### config.mk
export PLATFORM = sky130hd
export DESIGN_NAME = cifra_cesar_stream
export DESIGN_NICKNAME = d
export VERILOG_FILES = /design/src/rtl/cifra_cesar_stream.sv
export SDC_FILE = /design/constraint.sdc
export NUM_CORES = 1
export LEC_CHECK = 0
export ABC_AREA = 1
export CAP_MARGIN = 20
export CORE_UTILIZATION = 45
export CTS_BUF_LIST = sky130_fd_sc_hd__clkbuf_4 sky130_fd_sc_hd__clkbuf_8
export CTS_CLUSTER_DIAMETER = 120
export DETAILED_ROUTE_END_ITERATION = 6
export HOLD_SLACK_MARGIN = 0.08
export MAX_ROUTING_LAYER = met4
export PLACE_DENSITY = 0.65
export SETUP_SLACK_MARGIN = 0.2
export SYNTH_ARGS = -nofsm -noshare
export SYNTH_HDL_FRONTEND = slang
export SYNTH_SLANG_ARGS = --single-unit
### constraint.sdc
create_clock -name clk -period 3 [get_ports clk]
set_clock_uncertainty 0.2 [all_clocks]
set_input_delay 0.3 -clock clk [delete_from_list [all_inputs] [get_ports clk]]
set_output_delay 0.3 -clock clk [all_outputs]
set_load 0.05 [all_outputs]
### src/rtl/cifra_cesar_stream.sv
// Streaming Caesar-cipher engine: valid/ready symbol input, run-time key with
// encrypt/decrypt modular shift, and a small output FIFO with back-pressure.
module cifra_cesar_stream #(
  parameter int SYM_W = 5,
  parameter int ALPHA = 26,
  parameter int DEPTH = 4
) (
  input  logic             clk,
  input  logic             rst_n,
  input  logic             key_load,
  input  logic [SYM_W-1:0] key_in,
  output logic             key_err,
  input  logic             mode,
  input  logic             in_valid,
  output logic             in_ready,
  input  logic [SYM_W-1:0] in_sym,
  output logic             out_valid,
  input  logic             out_ready,
  output logic [SYM_W-1:0] out_sym,
  output logic             out_err,
  output logic [1:0]       key_state
);

  localparam int PTR_W = (DEPTH > 1) ? $clog2(DEPTH) : 1;
  localparam int CNT_W = PTR_W + 1;
  localparam logic [SYM_W:0]   ALPHA_X = (SYM_W + 1)'(ALPHA);
  localparam logic [CNT_W-1:0] DEPTH_X = CNT_W'(DEPTH);

  localparam logic [1:0] ST_NOKEY = 2'b00;
  localparam logic [1:0] ST_RUN   = 2'b01;
  localparam logic [1:0] ST_DRAIN = 2'b10;

  logic [1:0]       state_reg;
  logic [SYM_W-1:0] key_reg;
  logic [SYM_W-1:0] pend_reg;
  logic             key_err_reg;
  logic [CNT_W-1:0] count_reg;
  logic [PTR_W-1:0] wr_ptr_reg;
  logic [PTR_W-1:0] rd_ptr_reg;
  logic [SYM_W-1:0] ent_sym_reg [DEPTH];
  logic             ent_err_reg [DEPTH];

  logic             key_legal;
  logic             sym_legal;
  logic             push;
  logic             pop;
  logic [SYM_W:0]   sum_w;
  logic [SYM_W:0]   dif_w;
  logic [SYM_W:0]   shift_w;
  logic [SYM_W-1:0] res_sym;

  assign key_legal = ({1'b0, key_in} < ALPHA_X);
  assign sym_legal = ({1'b0, in_sym} < ALPHA_X);

  assign in_ready  = (state_reg == ST_RUN) && !key_load && (count_reg < DEPTH_X);
  assign out_valid = (count_reg != '0);
  assign push      = in_valid && in_ready;
  assign pop       = out_valid && out_ready;

  assign out_sym   = ent_sym_reg[rd_ptr_reg];
  assign out_err   = ent_err_reg[rd_ptr_reg];
  assign key_err   = key_err_reg;
  assign key_state = state_reg;

  // One extra bit keeps the encrypt carry and the decrypt borrow visible.
  always_comb begin
    sum_w   = {1'b0, in_sym} + {1'b0, key_reg};
    dif_w   = {1'b0, in_sym} - {1'b0, key_reg};
    shift_w = sum_w;
    if (mode) begin
      shift_w = dif_w;
      if (dif_w[SYM_W]) shift_w = dif_w + ALPHA_X;
    end else if (sum_w >= ALPHA_X) begin
      shift_w = sum_w - ALPHA_X;
    end
    res_sym = sym_legal ? SYM_W'(shift_w) : in_sym;
  end

  // Key/state machine; illegal keys leave key, pending key and state untouched.
  always_ff @(posedge clk or negedge rst_n) begin
    if (!rst_n) begin
      state_reg   <= ST_NOKEY;
      key_reg     <= '0;
      pend_reg    <= '0;
      key_err_reg <= 1'b0;
    end else begin
      key_err_reg <= key_load && !key_legal;
      case (state_reg)
        ST_NOKEY: begin
          if (key_load && key_legal) begin
            key_reg   <= key_in;
            state_reg <= ST_RUN;
          end
        end
        ST_RUN: begin
          if (key_load && key_legal) begin
            if (count_reg == '0) begin
              key_reg <= key_in;
            end else begin
              pend_reg  <= key_in;
              state_reg <= ST_DRAIN;
            end
          end
        end
        ST_DRAIN: begin
          if (key_load && key_legal) pend_reg <= key_in;
          if (count_reg == '0) begin
            // A key arriving on the exit edge is the newest, so it wins.
            key_reg   <= (key_load && key_legal) ? key_in : pend_reg;
            state_reg <= ST_RUN;
          end
        end
        default: state_reg <= ST_NOKEY;
      endcase
    end
  end

  always_ff @(posedge clk or negedge rst_n) begin
    if (!rst_n) begin
      count_reg  <= '0;
      wr_ptr_reg <= '0;
      rd_ptr_reg <= '0;
    end else begin
      if (push) wr_ptr_reg <= wr_ptr_reg + 1'b1;
      if (pop)  rd_ptr_reg <= rd_ptr_reg + 1'b1;
      case ({push, pop})
        2'b10:   count_reg <= count_reg + 1'b1;
        2'b01:   count_reg <= count_reg - 1'b1;
        default: count_reg <= count_reg;
      endcase
    end
  end

  always_ff @(posedge clk or negedge rst_n) begin
    if (!rst_n) begin
      for (int i = 0; i < DEPTH; i++) begin
        ent_sym_reg[i] <= '0;
        ent_err_reg[i] <= 1'b0;
      end
    end else if (push) begin
      ent_sym_reg[wr_ptr_reg] <= res_sym;
      ent_err_reg[wr_ptr_reg] <= !sym_legal;
    end
  end

endmodule

==> reports/results.ini, run 1 <==
[run_status]
status=finished clean

[sta]
tns_ns=0
finalCritPeriodShare_pct=89.2
clock.fmax_mhz=374
maxSlewHeadroom_pct=59.1
finalHoldViolCount=0
setup_viol_count_final=0
maxSlewViolCount=0
period_needed_ns=2.67
rsz0062_at_grt=no
hold_ws_ns=0.281
worst_pin_slew_ns=0.607

[critical_path]
cp.arrival_ns=2.17
startpoint_type=flop
path_delay_family=buffers and inverters
crit_path_end_kind=output port
crit_path_cell_trace=inv_1 > o21ai_0 > o22ai_1 > clkdlybuf4s50_1
cp_slowest_stage_delay_ns=0.86
critPathMaxFanout=13
critical_path_class=flop to output port
path_buf_inv=2
cp_data_required_time_ns=2.50
cp_slowest_cell=clkdlybuf4s50_1

[die]
fp.dieH_um=80.8
die_w_um=80.8
core_area_mm2=0.00596
die_area_mm2=0.00653
ios=27
initial_core_util_pct=47.0
rows=28

[clock_network]
clkTransAtPathRegs_ns=0.08
cts_buffer_depth=2
cts_buffers=5
cts_tree=done
cts_setup_buffers=0
h-tree-depth=2
insertion_delay_ns=0.29
clock_sinks=44
root_buffer=clkbuf_8

[logic_synthesis]
synth_seq_area_share_pct=39.4
yosys_warnings=0
synthTopCellsByArea=dfrtp_1, nand2_1, ha_1
syn_nets=403
synth_top_cell_by_area=dfrtp_1
synthAdderAreaFrac_pct=9.75
syn_avg_cell_area_um2=7.62
synth.distinct_cells=33
synthMuxAreaShare_pct=0
synth_top_family_by_area=simple AND/OR/NAND/NOR gates
yosysTopAreaCellShare_pct=39.4
synth.cell_area_mm2=0.00280
synth_compound_area_share_pct=12.3
synthesis.instances=367
synthSimpleGateAreaFrac_pct=28.0
synth_seq_cells=44
synth-xor-area-share_pct=2.77

[route]
postRouteAntennaNets=0
firstDrtPassIters=4
vias=2394
drc_errors=0
routed_wl_um=6120
wl_per_cell_um=12.8
drt_iter0_drc=80
routed_via_density=5.02

[cells_and_area]
largest_reg_flops=20
diodes=0
nets=438
synthToLayoutAreaGrowth_pct=16.6
final_core_util_pct=54.7
design_area_mm2=0.00326
drive_above_1_share_pct=9.70

[global_routing]
first_global_vias=2378
grt_pass1_wl_um=10600
overflow=0
antenna_found_initial=0
grtUsageTotal_pct=22.0
grt_max_degree=45

[placed_design]
hpwlAfterDp_um=4590
place_congestion=0.871
placed_cell_area_mm2=0.00315
port_buffers=26

[flow_run]
drv_cap=0

[pwr]
max-vdd-ir-drop_mv=0.641
power_density_mw_per_mm2=1150
p_leak_uw=0.00168
power_uw=3740

[min_path]
hp-class=flop to flop

## synthesized netlist by cell type
| cell type | instances |
|---|---|
| nand2_2 | 10 |
| xor2_1 | 4 |
| a21oi_1 | 6 |
| a31oi_1 | 1 |
| a21oi_4 | 1 |
| o31ai_1 | 1 |
| nand4_1 | 2 |
| a21oi_2 | 1 |
| nand3b_1 | 2 |
| nor3_4 | 1 |
| o21ai_0 | 42 |
| nand3_1 | 24 |
| a211oi_4 | 1 |
| nor4_4 | 1 |
| clkinv_2 | 1 |
| o22ai_1 | 6 |
| dfrtp_1 | 44 |
| inv_1 | 44 |
| nor2_2 | 1 |
| or2_2 | 1 |
| ha_1 | 17 |
| nor3_1 | 1 |
| inv_4 | 1 |
| clkbuf_1 | 2 |
| nor2_1 | 29 |
| xnor2_2 | 1 |
| buf_6 | 1 |
| nand2_1 | 107 |
| xnor2_1 | 3 |
| fa_1 | 3 |
| inv_2 | 6 |
| o21ai_2 | 1 |
| and3_1 | 1 |
## per-layer routing
layer	up-vias	GRT usage, %	routed length [µm]
met5	-	-	0
met4	0	8.75	115
met3	10	3.15	169
met2	40	35.9	2880
met1	1103	27.5	2960
li1	1241	-	-
## placed cells by master (no fill, tap or decap), drive strengths merged
master / n
nor4: 1
o21ai: 43
xor2: 4
ha: 17
o22ai: 6
and3: 1
nor3: 2
dlygate4sd3: 1
inv: 51
nand3: 24
dfrtp: 44
a21oi: 8
o31ai: 1
nand4: 2
clkinv: 2
a31oi: 1
or2: 1
a211oi: 1
fa: 3
nand3b: 2
buf: 5
clkdlybuf4s50: 25
nor2: 30
clkbuf: 6
xnor2: 4
nand2: 117
## repair_timing
item,in CTS,in global routing
resized for setup,0,0
hold buffers,1,0
hold endpoints to repair,44,0
## stage by stage
stage	setup slack [ns]	cells
after global routing	0.210	477
after floorplan	0.258	367
after CTS	0.348	476
after detailed placement	0.164	468
after global placement	0.234	468
final	0.325	477
## final timing paths
check | startpoint | to | slack, ns | cells after the start
setup / recovery | rd_ptr_reg[0] | out_sym[2] | 0.33 | 4
hold / removal | ent_sym_reg[13] | ent_sym_reg[13] | 0.28 | 2
setup reg to reg | key_reg[0] | ent_sym_reg[2] | 0.55 | 14
hold reg to reg | ent_sym_reg[13] | ent_sym_reg[13] | 0.28 | 2
max in group asynchronous | rst_n | count_reg[0] | 1.81 | 3
min in group asynchronous | rst_n | ent_sym_reg[3] | 0.29 | 2
## layout make-up
cell class,instances,area (µm²)
fillers,600,2700
multi-input cells,268,1480
clock inverters,1,5.00
repair buffers,31,308
clock buffers,6,76.3
well taps,75,93.8
inverters,52,199
flip-flops and latches,44,1100
## worst reg2reg max path, cell delays in order, from the launching register on
cell	delay, ns
dfrtp_1	0.41
ha_1	0.22
inv_1	0.06
fa_1	0.41
nand3b_1	0.21
nand2_1	0.09
nand2_1	0.05
nand2_1	0.10
inv_1	0.05
nand2_1	0.12
nand3_1	0.08
nand3_1	0.13
nand2_2	0.10
nand3_1	0.08
nand2_1	0.05
## where the power goes
group / switching (µW) / internal [µW]
registers: 181 / 855
clock network: 199 / 168
logic: 1510 / 830
total: 1890 / 1850
## logic make-up (layout without fill, tap and decap cells)
family,after synthesis,after routing
AOI/OAI and AO/OA,60,60
xor gates and xnor gates,8,8
adders and majority gates,20,20
buffers and inverters,55,90
DFF,44,44
and+or+nand+nor,180,180
Power figures use the tool's default switching activity.
==> run 2, diff against run 1 <==
Settings changed: GPL_ROUTABILITY_DRIVEN set to 0, PLACE_DENSITY 0.65 to 0.68.
Clock period 3 ns to 2.2 ns, I/O delays scaled along.
==> reports/results.ini, run 2 (synthesis gave the netlist of run 1 again) <==
[run_status]
status=complete, but fails checks  ; was finished clean
failed_checks=negative setup slack

[cells_and_area]
final_common_cell=nand2_1  ; unchanged
final_core_util_pct=63.0  ; was 54.7%
instances_no_fill=512  ; was 477
nets=472  ; was 438
final_cell_mix=nand2_1, dfrtp_1, buf_4, o21ai_0, inv_1  ; was nand2_1, inv_1, dfrtp_1, o21ai_0, nor2_1
diodes=0  ; unchanged
fill_cells=559  ; was 600
drive_above_1_share_pct=27.0  ; was 9.70%
synthToLayoutAreaGrowth_pct=34.1  ; was 16.6%
largest_reg_flops=20  ; unchanged

[route]
postRouteAntennaNets=0  ; unchanged
top_layer_used=met4  ; unchanged
drc_errors=0  ; unchanged
routed_wl_um=6440  ; was 6120 µm
wl_met1_um=2850  ; was 2960 µm
dr_wl_met3_um=205  ; was 169 µm
firstDrtPassIters=4  ; unchanged
wl_met2_um=3250  ; was 2880 µm
drt_iter0_drc=117  ; was 80
routed_via_density=5.11  ; was 5.02
vias=2616  ; was 2394
wl_per_cell_um=12.6  ; was 12.8 µm

[sta]
finalCritPeriodShare_pct=104
period_needed_ns=2.29
setup_viol_count_final=13  ; was 0
rsz0062_at_grt=yes  ; was no
finalHoldViolCount=0  ; unchanged
maxSlewHeadroom_pct=57.7  ; was 59.1%
clock.fmax_mhz=436
worst_pin_slew_ns=0.635  ; was 0.607 ns
finalWorstSetupSlack_ns=-0.0935  ; was 0.325 ns
maxSlewViolCount=0  ; unchanged
tns_ns=-0.924  ; was 0 ns

[pwr]
power_density_mw_per_mm2=1660  ; was 1150 mW/mm²
p_leak_uw=0.00192  ; was 0.00168 µW
max-vdd-ir-drop_mv=1.18  ; was 0.641 mV
power_uw=6220  ; was 3740 µW

[placed_design]
place_ws_ns=-0.482  ; was 0.164 ns
port_buffers=26  ; unchanged
dp.cells=493  ; was 468
hpwlAfterDp_um=4900  ; was 4590 µm

[clock_network]
insertion_delay_ns=0.30  ; was 0.29 ns
clkTransAtPathRegs_ns=0.09  ; was 0.08 ns
clock_sinks=44  ; unchanged
h-tree-depth=2  ; unchanged
root_buffer=clkbuf_8  ; unchanged
cts_buffer_depth=2  ; unchanged
cts_buffers=5  ; unchanged
cts_tree=done  ; unchanged

[global_routing]
first_global_vias=2488  ; was 2378
overflow=0  ; unchanged
antenna_found_initial=0  ; unchanged
grt_pass1_wl_um=11100  ; was 10600 µm
grt_max_degree=29  ; was 45
grtUsageTotal_pct=22.6  ; was 22.0%

[critical_path]
cp_data_required_time_ns=2.19  ; was 2.50 ns
critical_path_class=flop to flop  ; was flop to output port
startpoint_type=flop  ; unchanged
crit_path_end_kind=flop  ; was output port
cp.arrival_ns=2.28  ; was 2.17 ns
critPathMaxFanout=4  ; was 13

[die]
rows=28  ; unchanged
initial_core_util_pct=47.0  ; unchanged
ios=27  ; unchanged
die_w_um=80.8  ; unchanged
fp.dieH_um=80.8  ; unchanged
core_area_mm2=0.00596  ; unchanged
die_area_mm2=0.00653  ; unchanged

[flow_run]
drv_cap=0  ; unchanged

[min_path]
hp-class=primary input to async pin  ; was flop to flop

==> run 2: cell types whose count changed in the layout (fill, tap and decap cells not counted), moves of 6 or more <==
cell | before | now
buf_4 | 3 | 38
clkdlybuf4s50_1 | 25 | 15
inv_1 | 44 | 35
inv_2 | 6 | 14
buf_12 | 1 | 7
nand3_1 | 24 | 18
nand3_2 | 0 | 6
==> run 2: timing repair <==
action                                  CTS  global route
pin swaps                                 4            18
gates cloned                              0             0
resized for setup                        16            21
endpoints found under the setup margin   19            25
buffers inserted                          4             6
endpoints found under the hold margin    27             0
hold buffers                              1             0
==> run 2: path summary, 6_finish.rpt <==
kind	startpoint	to	slack, ns	cells after the start
max in group asynchronous	rst_n	pend_reg[3]	0.85	3
min reg2reg	ent_sym_reg[18]	ent_sym_reg[18]	0.28	2
min	rst_n	ent_sym_reg[19]	0.27	2
max reg2reg	key_reg[0]	ent_sym_reg[18]	-0.09	14
max	key_reg[0]	ent_sym_reg[18]	-0.09	14
min in group clk	ent_sym_reg[18]	ent_sym_reg[18]	0.28	2
==> run 2: power by group <==
group          internal [µW]  switching, µW  total [µW]
clock network            371            280         652
logic                   1790           2360        4150
registers               1170            247        1420
==> run 2: critical path, stage by stage, from the launching register on <==
cell	delay, ns
dfrtp_1	0.39
ha_2	0.19
inv_2	0.05
fa_2	0.36
xnor2_2	0.13
inv_1	0.08
ha_2	0.18
inv_1	0.05
nand2_1	0.06
nor2_1	0.09
nor2_1	0.04
a21oi_1	0.15
nand2_2	0.10
nand2_1	0.07
nand2_1	0.05
==> run 2: area by class of cell <==
| type | instances | area, µm² | area share [%] |
|---|---|---|---|
| Clock buffer | 6 | 82.6 | 2.20 |
| Clock inverter | 2 | 38.8 | 1.03 |
| Inverter | 52 | 203 | 5.40 |
| Multi-Input combinational cell | 268 | 1610 | 42.9 |
| Sequential cell | 44 | 1100 | 29.4 |
| Tap cell | 75 | 93.8 | 2.50 |
| Timing Repair Buffer | 65 | 621 | 16.5 |
==> run 2: metrics by stage <==
| stage | instance area [µm²] | hold WS, ns |
|---|---|---|
| after floorplan | 2840 | -0.276 |
| after global placement | 3450 | 0.0709 |
| after detailed placement | 3450 | 0.0788 |
| after CTS | 3640 | 0.281 |
| after global routing | 3750 | 0.292 |
| final | 3750 | 0.270 |
==> run 2: per-layer routing <==
metal | global-route usage, % | vias up
li1 | - | 1309
met1 | 27.5 | 1239
met2 | 37.7 | 55
met3 | 3.48 | 13
met4 | 8.57 | 0
met5 | - | -
==> run 3, diff against run 2 <==
Settings changed: CORE_UTILIZATION 45 to 54, PLACE_DENSITY 0.68 to 0.79.
==> reports/results.ini, run 3 (synthesis gave the netlist of run 1 again) <==
[critical_path]
startpoint_type=flop  ; unchanged
critical_path_class=flop to flop  ; unchanged
reg2reg_to=ent_sym_reg[8]  ; was ent_sym_reg[18]
crit_path_start=key_reg[0]  ; unchanged
cp-endpoint=ent_sym_reg[8]  ; was ent_sym_reg[18]
crit_path_end_kind=flop  ; unchanged
r2r.worst_path.cells=14  ; unchanged
critPathMaxFanout=4  ; unchanged
cp.arrival_ns=2.30  ; was 2.28 ns
cp_data_required_time_ns=2.20  ; was 2.19 ns
rrSetupSlack_ns=-0.11  ; was -0.09 ns
rr_startpoint=key_reg[0]  ; unchanged

[placed_design]
hpwlAfterDp_um=4580  ; was 4900 µm
dp.cells=481  ; was 493
place_ws_ns=-0.519  ; was -0.482 ns
port_buffers=26  ; unchanged

[clock_network]
h-tree-depth=2  ; unchanged
insertion_delay_ns=0.30  ; about the same
cts_buffers=5  ; unchanged
clkTransAtPathRegs_ns=0.08  ; was 0.09 ns
clock_sinks=44  ; unchanged
cts_buffer_depth=2  ; unchanged
root_buffer=clkbuf_8  ; unchanged
cts_tree=done  ; unchanged

[sta]
hold_ws_ns=0.279  ; was 0.270 ns
maxSlewHeadroom_pct=47.2  ; was 57.7%
worst_pin_slew_ns=0.792  ; was 0.635 ns
finalCritPeriodShare_pct=105  ; was 104%
clock.fmax_mhz=433  ; was 436 MHz
finalHoldViolCount=0  ; unchanged
maxSlewViolCount=0  ; unchanged
finalWorstSetupSlack_ns=-0.107  ; was -0.0935 ns
period_needed_ns=2.31  ; was 2.29 ns
setup_viol_count_final=16  ; was 13
tns_ns=-1.18  ; was -0.924 ns
rsz0062_at_grt=yes  ; unchanged

[run_status]
status=complete, but fails checks  ; unchanged
failed_checks=negative setup slack  ; unchanged

[cells_and_area]
final_cell_mix=nand2_1, dfrtp_1, o21ai_0, inv_1, buf_4  ; was nand2_1, dfrtp_1, buf_4, o21ai_0, inv_1
final_common_cell=nand2_1  ; unchanged
fill_cells=347  ; was 559
drive_above_1_share_pct=27.8  ; was 27.0%
nets=466  ; was 472
multi_input_area_mm2=0.00166  ; was 0.00161 mm²
instances_no_fill=498  ; was 512
largest_reg_flops=20  ; unchanged
final_core_util_pct=76.6  ; was 63.0%
diodes=0  ; unchanged
regArea_mm2=0.00111  ; was 0.00110 mm²
synthToLayoutAreaGrowth_pct=32.8  ; was 34.1%

[pwr]
power.share.clock_pct=8.4  ; was 10.5%
combPwrFrac_pct=68.2  ; was 66.7%
p_int_uw=3140  ; was 3330 µW
sw_frac_of_total_pct=48.5  ; was 46.5%
max-vdd-ir-drop_mv=0.828  ; was 1.18 mV
p_switching_uw=2960  ; was 2890 µW
p_seq_share_pct=23.4  ; was 22.8%
p_leak_uw=0.00188  ; was 0.00192 µW
power_density_mw_per_mm2=1640  ; was 1660 mW/mm²

[min_path]
hp-class=flop to flop  ; was primary input to async pin

[route]
firstDrtPassIters=4  ; unchanged
vias=2606  ; was 2616
drc_errors=0  ; unchanged
routed_wl_um=6630  ; was 6440 µm
postRouteAntennaNets=0  ; unchanged
drt_iter0_drc=116  ; was 117
wl_per_cell_um=13.3  ; was 12.6 µm
routed_via_density=5.23  ; was 5.11

[die]
initial_core_util_pct=57.7  ; was 47.0%
die_area_mm2=0.00547  ; was 0.00653 mm²
fp.dieH_um=74.0  ; was 80.8 µm
ios=27  ; unchanged
die_w_um=74.0  ; was 80.8 µm
core_area_mm2=0.00485  ; was 0.00596 mm²
rows=25  ; was 28

[flow_run]
drv_cap=0  ; unchanged

[global_routing]
grt_max_degree=36  ; was 29
overflow=0  ; unchanged
grt_pass1_wl_um=10500  ; was 11100 µm
first_global_vias=2400  ; was 2488
antenna_found_initial=0  ; unchanged
grtUsageTotal_pct=26.3  ; was 22.6%

==> run 3: area by class of cell <==
class | count | area share (%)
flip-flops and latches | 44 | 29.8
well taps | 67 | 2.26
multi-input cells | 268 | 44.6
inverters | 52 | 5.42
clock inverters | 2 | 0.337
clock buffers | 6 | 2.06
repair buffers | 59 | 15.5
==> run 3: critical path, cell delays in order (launching register included) <==
cell	delay, ns
dfrtp_1	0.39
ha_2	0.19
inv_2	0.04
fa_2	0.36
xnor2_2	0.15
inv_2	0.08
ha_4	0.16
inv_2	0.04
nand2_2	0.05
nor2_2	0.10
nor2_1	0.04
a21oi_1	0.16
nand2_2	0.10
nand2_1	0.08
nand2_1	0.04
==> run 3: how the worst min path moves through the flow <==
stage	startpoint	end	slack, ns	cells past startpoint
global placement	rst_n	ent_sym_reg[18]	0.13	1
floorplan	rst_n	count_reg[0]	-0.28	0
finish	ent_sym_reg[8]	ent_sym_reg[8]	0.28	2
global route	ent_sym_reg[8]	ent_sym_reg[8]	0.30	2
detailed placement	rst_n	ent_sym_reg[3]	0.14	1
CTS	ent_sym_reg[8]	ent_sym_reg[8]	0.28	2
==> run 3: power groups by stage <==
stage	combinational (µW)	sequential [µW]	clock [µW]
4_1_cts	3800	1420	521
5_1_grt	4570	1470	557
2_1_floorplan	2460	1440	0
3_5_place_dp	3710	1430	0
6_report	4160	1430	515
3_3_place_gp	3620	1410	0
==> run 3: per-stage QoR <==
step / instance area, µm² / total power [µW]
after floorplan: 2840 / 3900
after global placement: 3410 / 5030
after detailed placement: 3410 / 5140
after CTS: 3560 / 5750
after global routing: 3710 / 6600
final: 3710 / 6100
==> run 3: what timing repair did <==
action / CTS / global route
endpoints found under the hold margin: 34 / 0
resized for setup: 18 / 30
hold buffers: 1 / 0
pin swaps: 3 / 11
buffers inserted: 3 / 5
endpoints found under the setup margin: 19 / 26
==> run 3: per-layer routing <==
metal  vias to the layer above  GRT usage (%)  routed length, µm  part of all wire [%]
met5                         -              -                  0                     0
met4                         0           10.5                131                   2.0
met3                        13           4.88                218                   3.3
met2                        55           44.2               3440                    52
met1                      1237           31.0               2840                    43
li1                       1301              -                  -                     -
